==> config.mk <==
export PLATFORM = sky130hd
export DESIGN_NAME = vgachargen_map_ctrl
export DESIGN_NICKNAME = d
export VERILOG_FILES = /design/src/rtl/vgachargen_map_ctrl.sv
export SDC_FILE = /design/constraint.sdc
export NUM_CORES = 1
export LEC_CHECK = 0
export BUFFER_PORTS_ARGS = -buffer_cell sky130_fd_sc_hd__buf_2
export CAP_MARGIN = 20
export CORE_ASPECT_RATIO = 1.2
export CORE_MARGIN = 2
export CORE_UTILIZATION = 40
export CTS_BUF_LIST = sky130_fd_sc_hd__clkbuf_8
export CTS_CLUSTER_DIAMETER = 100
export DETAILED_ROUTE_END_ITERATION = 8
export PLACE_DENSITY_LB_ADDON = 0.12
export SYNTH_ARGS = -nofsm -noshare
export SYNTH_HDL_FRONTEND = slang
export SYNTH_SLANG_ARGS = --single-unit
==> constraint.sdc <==
create_clock -name clk_i -period 6.7 [get_ports clk_i]
set_input_delay 0 -clock clk_i [delete_from_list [all_inputs] [get_ports clk_i]]
set_output_delay 0 -clock clk_i [all_outputs]
set_load 0.005 [all_outputs]
==> src/rtl/vgachargen_map_ctrl.sv <==
// Map write controller for the character generator: arbitrates host writes against a
// hardware fill engine. Define VGACHARGEN_FILL_COL_EN to make the fill cover col_map too.
module vgachargen_map_ctrl #(
  parameter int unsigned MAP_WORDS = 600,
  parameter int unsigned ADDR_W    = 10
) (
  input  logic              clk_i,
  input  logic              arst_i,
  input  logic              host_req_i,
  input  logic              host_sel_col_i,
  input  logic [ADDR_W-1:0] host_addr_i,
  input  logic [31:0]       host_wdata_i,
  output logic              host_gnt_o,
  output logic              host_err_o,
  input  logic              fill_start_i,
  input  logic [31:0]       fill_ch_data_i,
  input  logic [31:0]       fill_col_data_i,
  output logic              fill_busy_o,
  output logic              fill_done_o,
  output logic [ADDR_W-1:0] ch_map_addr_o,
  output logic [31:0]       ch_map_data_o,
  output logic              ch_map_wen_o,
  output logic [ADDR_W-1:0] col_map_addr_o,
  output logic [31:0]       col_map_data_o,
  output logic              col_map_wen_o
);

  localparam logic [ADDR_W-1:0] LAST_WORD = ADDR_W'(MAP_WORDS - 1);

`ifdef VGACHARGEN_FILL_COL_EN
  typedef enum logic [1:0] {IDLE, FILL_CH, FILL_COL, DONE} state_t;
`else
  typedef enum logic [1:0] {IDLE, FILL_CH, DONE} state_t;
`endif

  state_t            state_q, state_d;
  logic [ADDR_W-1:0] cnt_q, cnt_d;
  logic              rr_host_q, rr_host_d;
  logic [31:0]       fill_ch_q, fill_ch_d;
  logic [31:0]       fill_col_q, fill_col_d;
  logic [ADDR_W-1:0] ch_addr_q, ch_addr_d, col_addr_q, col_addr_d;
  logic [31:0]       ch_data_q, ch_data_d, col_data_q, col_data_d;
  logic              ch_wen_q, ch_wen_d, col_wen_q, col_wen_d;
  logic              err_q, err_d;

  logic fill_req, contend, host_win, fill_win;

  always_comb begin
`ifdef VGACHARGEN_FILL_COL_EN
    fill_req = (state_q == FILL_CH) || (state_q == FILL_COL);
`else
    fill_req = (state_q == FILL_CH);
`endif
    contend  = host_req_i && fill_req;
    // rr_host_q set means the host won the last contended cycle, so the fill wins this one
    host_win = host_req_i && (!contend || !rr_host_q);
    fill_win = fill_req && !host_win;
  end

  always_comb begin
    state_d    = state_q;
    cnt_d      = cnt_q;
    rr_host_d  = rr_host_q;
    fill_ch_d  = fill_ch_q;
    fill_col_d = fill_col_q;
    ch_addr_d  = ch_addr_q;
    ch_data_d  = ch_data_q;
    col_addr_d = col_addr_q;
    col_data_d = col_data_q;
    ch_wen_d   = 1'b0;
    col_wen_d  = 1'b0;
    err_d      = 1'b0;

    if (contend) rr_host_d = host_win;

    if (host_win) begin
      if (host_addr_i > LAST_WORD) begin
        err_d = 1'b1;
      end else if (host_sel_col_i) begin
        col_addr_d = host_addr_i;
        col_data_d = host_wdata_i;
        col_wen_d  = 1'b1;
      end else begin
        ch_addr_d = host_addr_i;
        ch_data_d = host_wdata_i;
        ch_wen_d  = 1'b1;
      end
    end

    case (state_q)
      IDLE: begin
        if (fill_start_i) begin
          state_d    = FILL_CH;
          cnt_d      = '0;
          fill_ch_d  = fill_ch_data_i;
          fill_col_d = fill_col_data_i;
        end
      end
      FILL_CH: begin
        if (fill_win) begin
          ch_addr_d = cnt_q;
          ch_data_d = fill_ch_q;
          ch_wen_d  = 1'b1;
          if (cnt_q == LAST_WORD) begin
            cnt_d = '0;
`ifdef VGACHARGEN_FILL_COL_EN
            state_d = FILL_COL;
`else
            state_d = DONE;
`endif
          end else begin
            cnt_d = cnt_q + ADDR_W'(1);
          end
        end
      end
`ifdef VGACHARGEN_FILL_COL_EN
      FILL_COL: begin
        if (fill_win) begin
          col_addr_d = cnt_q;
          col_data_d = fill_col_q;
          col_wen_d  = 1'b1;
          if (cnt_q == LAST_WORD) begin
            cnt_d   = '0;
            state_d = DONE;
          end else begin
            cnt_d = cnt_q + ADDR_W'(1);
          end
        end
      end
`endif
      DONE:    state_d = IDLE;
      default: state_d = IDLE;
    endcase
  end

  always_ff @(posedge clk_i or posedge arst_i) begin
    if (arst_i) begin
      state_q    <= IDLE;
      cnt_q      <= '0;
      rr_host_q  <= 1'b0;
      fill_ch_q  <= '0;
      fill_col_q <= '0;
      ch_addr_q  <= '0;
      ch_data_q  <= '0;
      ch_wen_q   <= 1'b0;
      col_addr_q <= '0;
      col_data_q <= '0;
      col_wen_q  <= 1'b0;
      err_q      <= 1'b0;
    end else begin
      state_q    <= state_d;
      cnt_q      <= cnt_d;
      rr_host_q  <= rr_host_d;
      fill_ch_q  <= fill_ch_d;
      fill_col_q <= fill_col_d;
      ch_addr_q  <= ch_addr_d;
      ch_data_q  <= ch_data_d;
      ch_wen_q   <= ch_wen_d;
      col_addr_q <= col_addr_d;
      col_data_q <= col_data_d;
      col_wen_q  <= col_wen_d;
      err_q      <= err_d;
    end
  end

`ifndef VGACHARGEN_FILL_COL_EN
  logic unused_fill_col;
  assign unused_fill_col = ^fill_col_q;
`endif

  // Grant is combinational; masked while reset holds the controller so no write is implied
  assign host_gnt_o     = host_win && !arst_i;
  assign host_err_o     = err_q;
  assign fill_busy_o    = fill_req;
  assign fill_done_o    = (state_q == DONE);
  assign ch_map_addr_o  = ch_addr_q;
  assign ch_map_data_o  = ch_data_q;
  assign ch_map_wen_o   = ch_wen_q;
  assign col_map_addr_o = col_addr_q;
  assign col_map_data_o = col_data_q;
  assign col_map_wen_o  = col_wen_q;

endmodule

# ---- After elaboration in Yosys (flattened, before gate mapping)
# Index checks and enable logic that the tools add are counted.
dict set report classes {
  addsub 1
  magnitude_cmp 1
  eq_ne 6
  n_mux 28
  bitwise 1
  reduce_logical 15
}
# op count
set ops {}
lappend ops {{32-bit two-way mux} 5}
lappend ops {{10-bit two-way mux} 8}
lappend ops {{10-bit case mux with 2 select lines} 1}
lappend ops {{10-bit by 1-bit adder with 10-bit output, second input constant} 1}
lappend ops {{10-bit equality test, second input constant} 1}
lappend ops {{10-bit greater-than comparator, second input constant} 1}
lappend ops {{1-bit two-way mux} 10}
lappend ops {{3-bit AND reduction} 3}
lappend ops {{2-bit two-way mux} 3}
lappend ops {{1-bit logical AND} 4}
lappend ops {{1-bit zero test} 4}
lappend ops {{2-bit by 1-bit inequality test with 1-bit output, second input constant} 2}
lappend ops {{2-bit case mux with 2 select lines} 1}
lappend ops {{2-bit by 1-bit equality test with 1-bit output, second input constant} 1}
lappend ops {{2-bit equality test, second input constant} 1}
lappend ops {{2-bit zero test} 1}
lappend ops {{2-bit inequality test, second input constant} 1}
lappend ops {{2-bit AND reduction} 1}
lappend ops {{2-bit nonzero test} 1}
lappend ops {{1-bit logical OR} 1}
lappend ops {{1-bit NOT} 1}
dict set report totals {
  register_bits 132
  in_bits 111
  out_inout_bits 90
  wordCells 63
}

# ---- Longest topological paths before layout
dict set report depth {
  depth_word 9
  ltp_mapped 7
  ltp_nobuf 5
}

# ---- Worst setup path after synthesis
# No wires, ideal clock.
dict set report synth_timing {
  path_kind {register to register}
  from {register state_q[0]}
  to {register fill_ch_q[0]}
  setup_time_ns 0.125
  t_arrival_ns 1.757
  required_ns 6.575
  path_slack_ns 4.818
  stages_incl_launch_ff 8
  path_buffers 3
  synth_period_minus_slack_ns 1.882
  cell_sequence {dfrtp_1 and3b_1 buf_2 or2_1 buf_6 nor2_2 buf_4 mux2_2}
}
dict set report synth_via {
  elab_chain_len 2
}
# item line_no
set synth_rtl {}
lappend synth_rtl {{from (decl)} 36} ;# state_t state_q, state_d;
lappend synth_rtl {{from (signal assigned)} 151} ;# state_q <= state_d;
lappend synth_rtl {{2-bit zero test} 90} ;# case (state_q)
lappend synth_rtl {{2-bit AND reduction (no line)} --}
lappend synth_rtl {{to (signal assigned)} 154} ;# fill_ch_q <= fill_ch_d;
lappend synth_rtl {{to (decl)} 39} ;# logic [31:0] fill_ch_q, fill_ch_d;
# No other way between the ends.
# A chain may end at the register's enable or synchronous reset.

# ---- Final worst setup path
dict set report layout_timing {
  from {register rr_host_q}
  to {register col_data_q[1] (netlist: col_map_data_o[1])}
}
dict set report layout_via {
  elab_chain_len 4
}
# item line_no
set layout_rtl {}
lappend layout_rtl {{from (decl)} 38} ;# logic rr_host_q, rr_host_d;
lappend layout_rtl {{from (signal assigned)} 153} ;# rr_host_q <= rr_host_d;
lappend layout_rtl {{1-bit zero test} 56} ;# host_win = host_req_i && (!contend || !rr_host_q);
lappend layout_rtl {{1-bit logical OR} 56}
lappend layout_rtl {{1-bit logical AND} 56}
lappend layout_rtl {{3-bit AND reduction (no line)} --}
lappend layout_rtl {{to (signal assigned)} 160} ;# col_data_q <= col_data_d;
lappend layout_rtl {{to (decl)} 42} ;# logic [31:0] ch_data_q, ch_data_d, col_data_q, col_data_d;
# No other way between the ends.

==> run metrics <==
status finished clean; initial antenna violation count 0; core area 13700 µm²; Post-synth EDFFs 0; Mapped Avg Cell Area 11.61 µm²; Worst setup EP type register; Final Hold Viols 0; VDD IR max 0.0002245 V; setup bufs post-CTS 0; largest net degree at the start of global routing 80; P per Cell Area 450.9 nW/µm²; fin. max-slew vios 0; Antenna Nets Post-Route 0; CP required 7.01 ns; Netlist cell types 40; Async S/R FF share, synth 100.0%; cts bufs inserted 17; Pleak 3.515 nW; Register-to-Register Path Depth 5; Design Power 3.511 mW; site row count 47; critical path class reg2reg; GR Util met2 36.67%; multi-input logic area 2152 µm²; RSZ-0062 raised after global routing false; CP startpoint kind register; DIE HEIGHT 133.5 µm; vias in the first global route 5077; DRC 0; routing usage on met1 27.06%; fillers 1205; synthesized net count 593; GRT busiest layer met2; drt wl/cell 17.15 µm; crit-path cells and3b_1, nand2b_1, nor3b_4, buf_4, mux2_2; max-cap violations 0; root buffer cell clkbuf_8; Vias 4725; chip width 111.9 µm; first-pass GRT wire length 25.68 mm; share of cells above drive strength 1 38.49%; cells after synthesis 481; CTS max path bufs 2; crit share post-route 43.57%; GP Congestion 0.7293; Slew @ Worst Pin 1.072 ns; worst hold path class in2async; CTS clk-pin slew, worst paths 0.07 ns; GRT overflow 0; synthesized area 5587 µm²; Top Ports 201; Worst slew margin 28.38%; H-tree levels 4; slowest stage delay, CP 0.87 ns; clock period minus worst slack 2.920 ns; final wirelength 15.46 mm; die area 14930 µm²; gr usage total 21.68%; synth warn 0; CTS tree built; WP data arrival 3.23 ns; final core occ 56.84%; number of setup violations in the final report 0; DP HPWL 9.614 mm; slowest CP cell nor3b_4; clk_lat worst skew 0.44 ns; Fmax 342.5 MHz; register area 3303 µm²; Sink Count 132; Post-Route Skew 0.01162 ns; initial DRC count 162; Ant. Diodes 0; NumNets Final 829; Initial Utilization 40.77%; Most used DFF post-synth dfrtp_1; Seq/Total Area, Yosys 59.13%; GRT met3 Usage 5.278%; vias per cell 5.244; Sum Neg Setup Slack 0 ns; port buffer count 168; critical path fanouts, max 26; synthesis-to-layout area growth 39.40%; flip-flop and latch count after synthesis 132; DR pass1 iterations 4
==> per-layer routing <==
layer / vias up / routed length (µm)
li1: 2202 / -
met1: 2348 / 6678
met2: 159 / 7604
met3: 16 / 932
met4: 0 / 240
met5: - / 0
==> metrics by stage <==
stage | hold slack (ns) | cells | worst slack (ns) | instance area (µm²)
floorplan | 0.03110 | 481 | 3.174 | 5587
global placement | 0.1528 | 790 | 3.857 | 6558
detailed placement | 0.1651 | 790 | 3.764 | 6558
CTS | 0.2256 | 900 | 3.754 | 7760
global route | 0.2677 | 901 | 3.650 | 7787
finish | 0.2065 | 901 | 3.780 | 7787
==> cell usage in the layout (no fill, tap or decap), types with 5 or more instances in the layout <==
cell             n
buf_2          168
dfrtp_1        132
dlygate4sd3_1   78
mux2_2          66
nor2_1          51
o21ai_0         46
a21oi_1         44
a31oi_1         39
clkbuf_8        21
mux2_1           8
nand2_1          8
xnor2_1          7
nand2b_1         5
==> final timing paths <==
check,from,to,slack [ns]
worst max-delay path,rr_host_q,col_map_data_o[1],3.78
worst min-delay path,arst_i,col_map_data_o[27],0.21
worst max register to register,rr_host_q,col_map_data_o[1],3.78
worst min register to register,col_map_addr_o[5],col_map_addr_o[5],0.48
max in group asynchronous,arst_i,ch_map_addr_o[1],5.43
min in group clk_i,fill_ch_data_i[11],fill_ch_q[11],0.33
==> report_power, final <==
group | leakage [nW] | switching (mW) | internal, mW | total (mW)
logic | 1.73 | 0.735 | 0.693 | 1.43
clock network | 0.220 | 0.300 | 0.403 | 0.703
registers | 1.57 | 0.194 | 1.19 | 1.38
total | 3.52 | 1.23 | 2.28 | 3.51
==> synthesized netlist by cell type (3+ instances only) <==
cell / instances / area share, %
mux2_1: 8 / 1.6
o21ai_0: 46 / 4.1
xnor2_1: 7 / 1.1
nand2b_1: 5 / 0.56
buf_4: 3 / 0.40
clkbuf_1: 25 / 1.7
inv_1: 3 / 0.20
a31oi_1: 39 / 4.4
nand2_1: 8 / 0.54
buf_2: 5 / 0.45
a21oi_1: 44 / 3.9
nor4_1: 4 / 0.45
o31ai_1: 3 / 0.40
dfrtp_1: 132 / 59
mux2_2: 66 / 13
nand3_1: 4 / 0.36
nor2_1: 52 / 3.5
==> cell families after synthesis <==
| group | share of synthesized area (%) |
|---|---|
| adders and majority gates | 0.2239 |
| buffers and inverters | 3.001 |
| DFF | 59.13 |
| and+or+nand+nor | 7.459 |
| xor gates and xnor gates | 1.097 |
| AOI/OAI and AO/OA | 14.18 |
| muxes | 14.92 |
==> registers in the layout, indices dropped and copies added (netlist names) <==
register / flops
fill_ch_q: 32
col_map_addr_o: 10
host_err_o: 1
ch_map_addr_o: 10
rr_host_q: 1
col_map_wen_o: 1
col_map_data_o: 32
ch_map_wen_o: 1
ch_map_data_o: 32
state_q: 2
cnt_q: 10
==> layout make-up <==
cell class | count | share of cell area, %
sequential | 132 | 42.42
multi-input combinational | 311 | 27.63
timing repair buffer | 251 | 21.56
clock buffer | 21 | 3.711
tap | 171 | 2.747
clock inverter | 11 | 1.703
inverter | 4 | 0.2249
==> repair_timing <==
item | in CTS | in global routing
hold buffers | 78 | 0
gates resized for setup | 0 | 0
hold endpoints to repair | 172 | 0
==> worst max-delay path: cells and delay by family, from the launching register on <==
kind                   cells  cell delay [ns]
buffers and inverters      1             0.51
flip-flops                 1             0.45
AND/OR/NAND/NOR            3             1.42
multiplexers               1             0.38
Note: power is estimated with default switching activity, not from simulation.
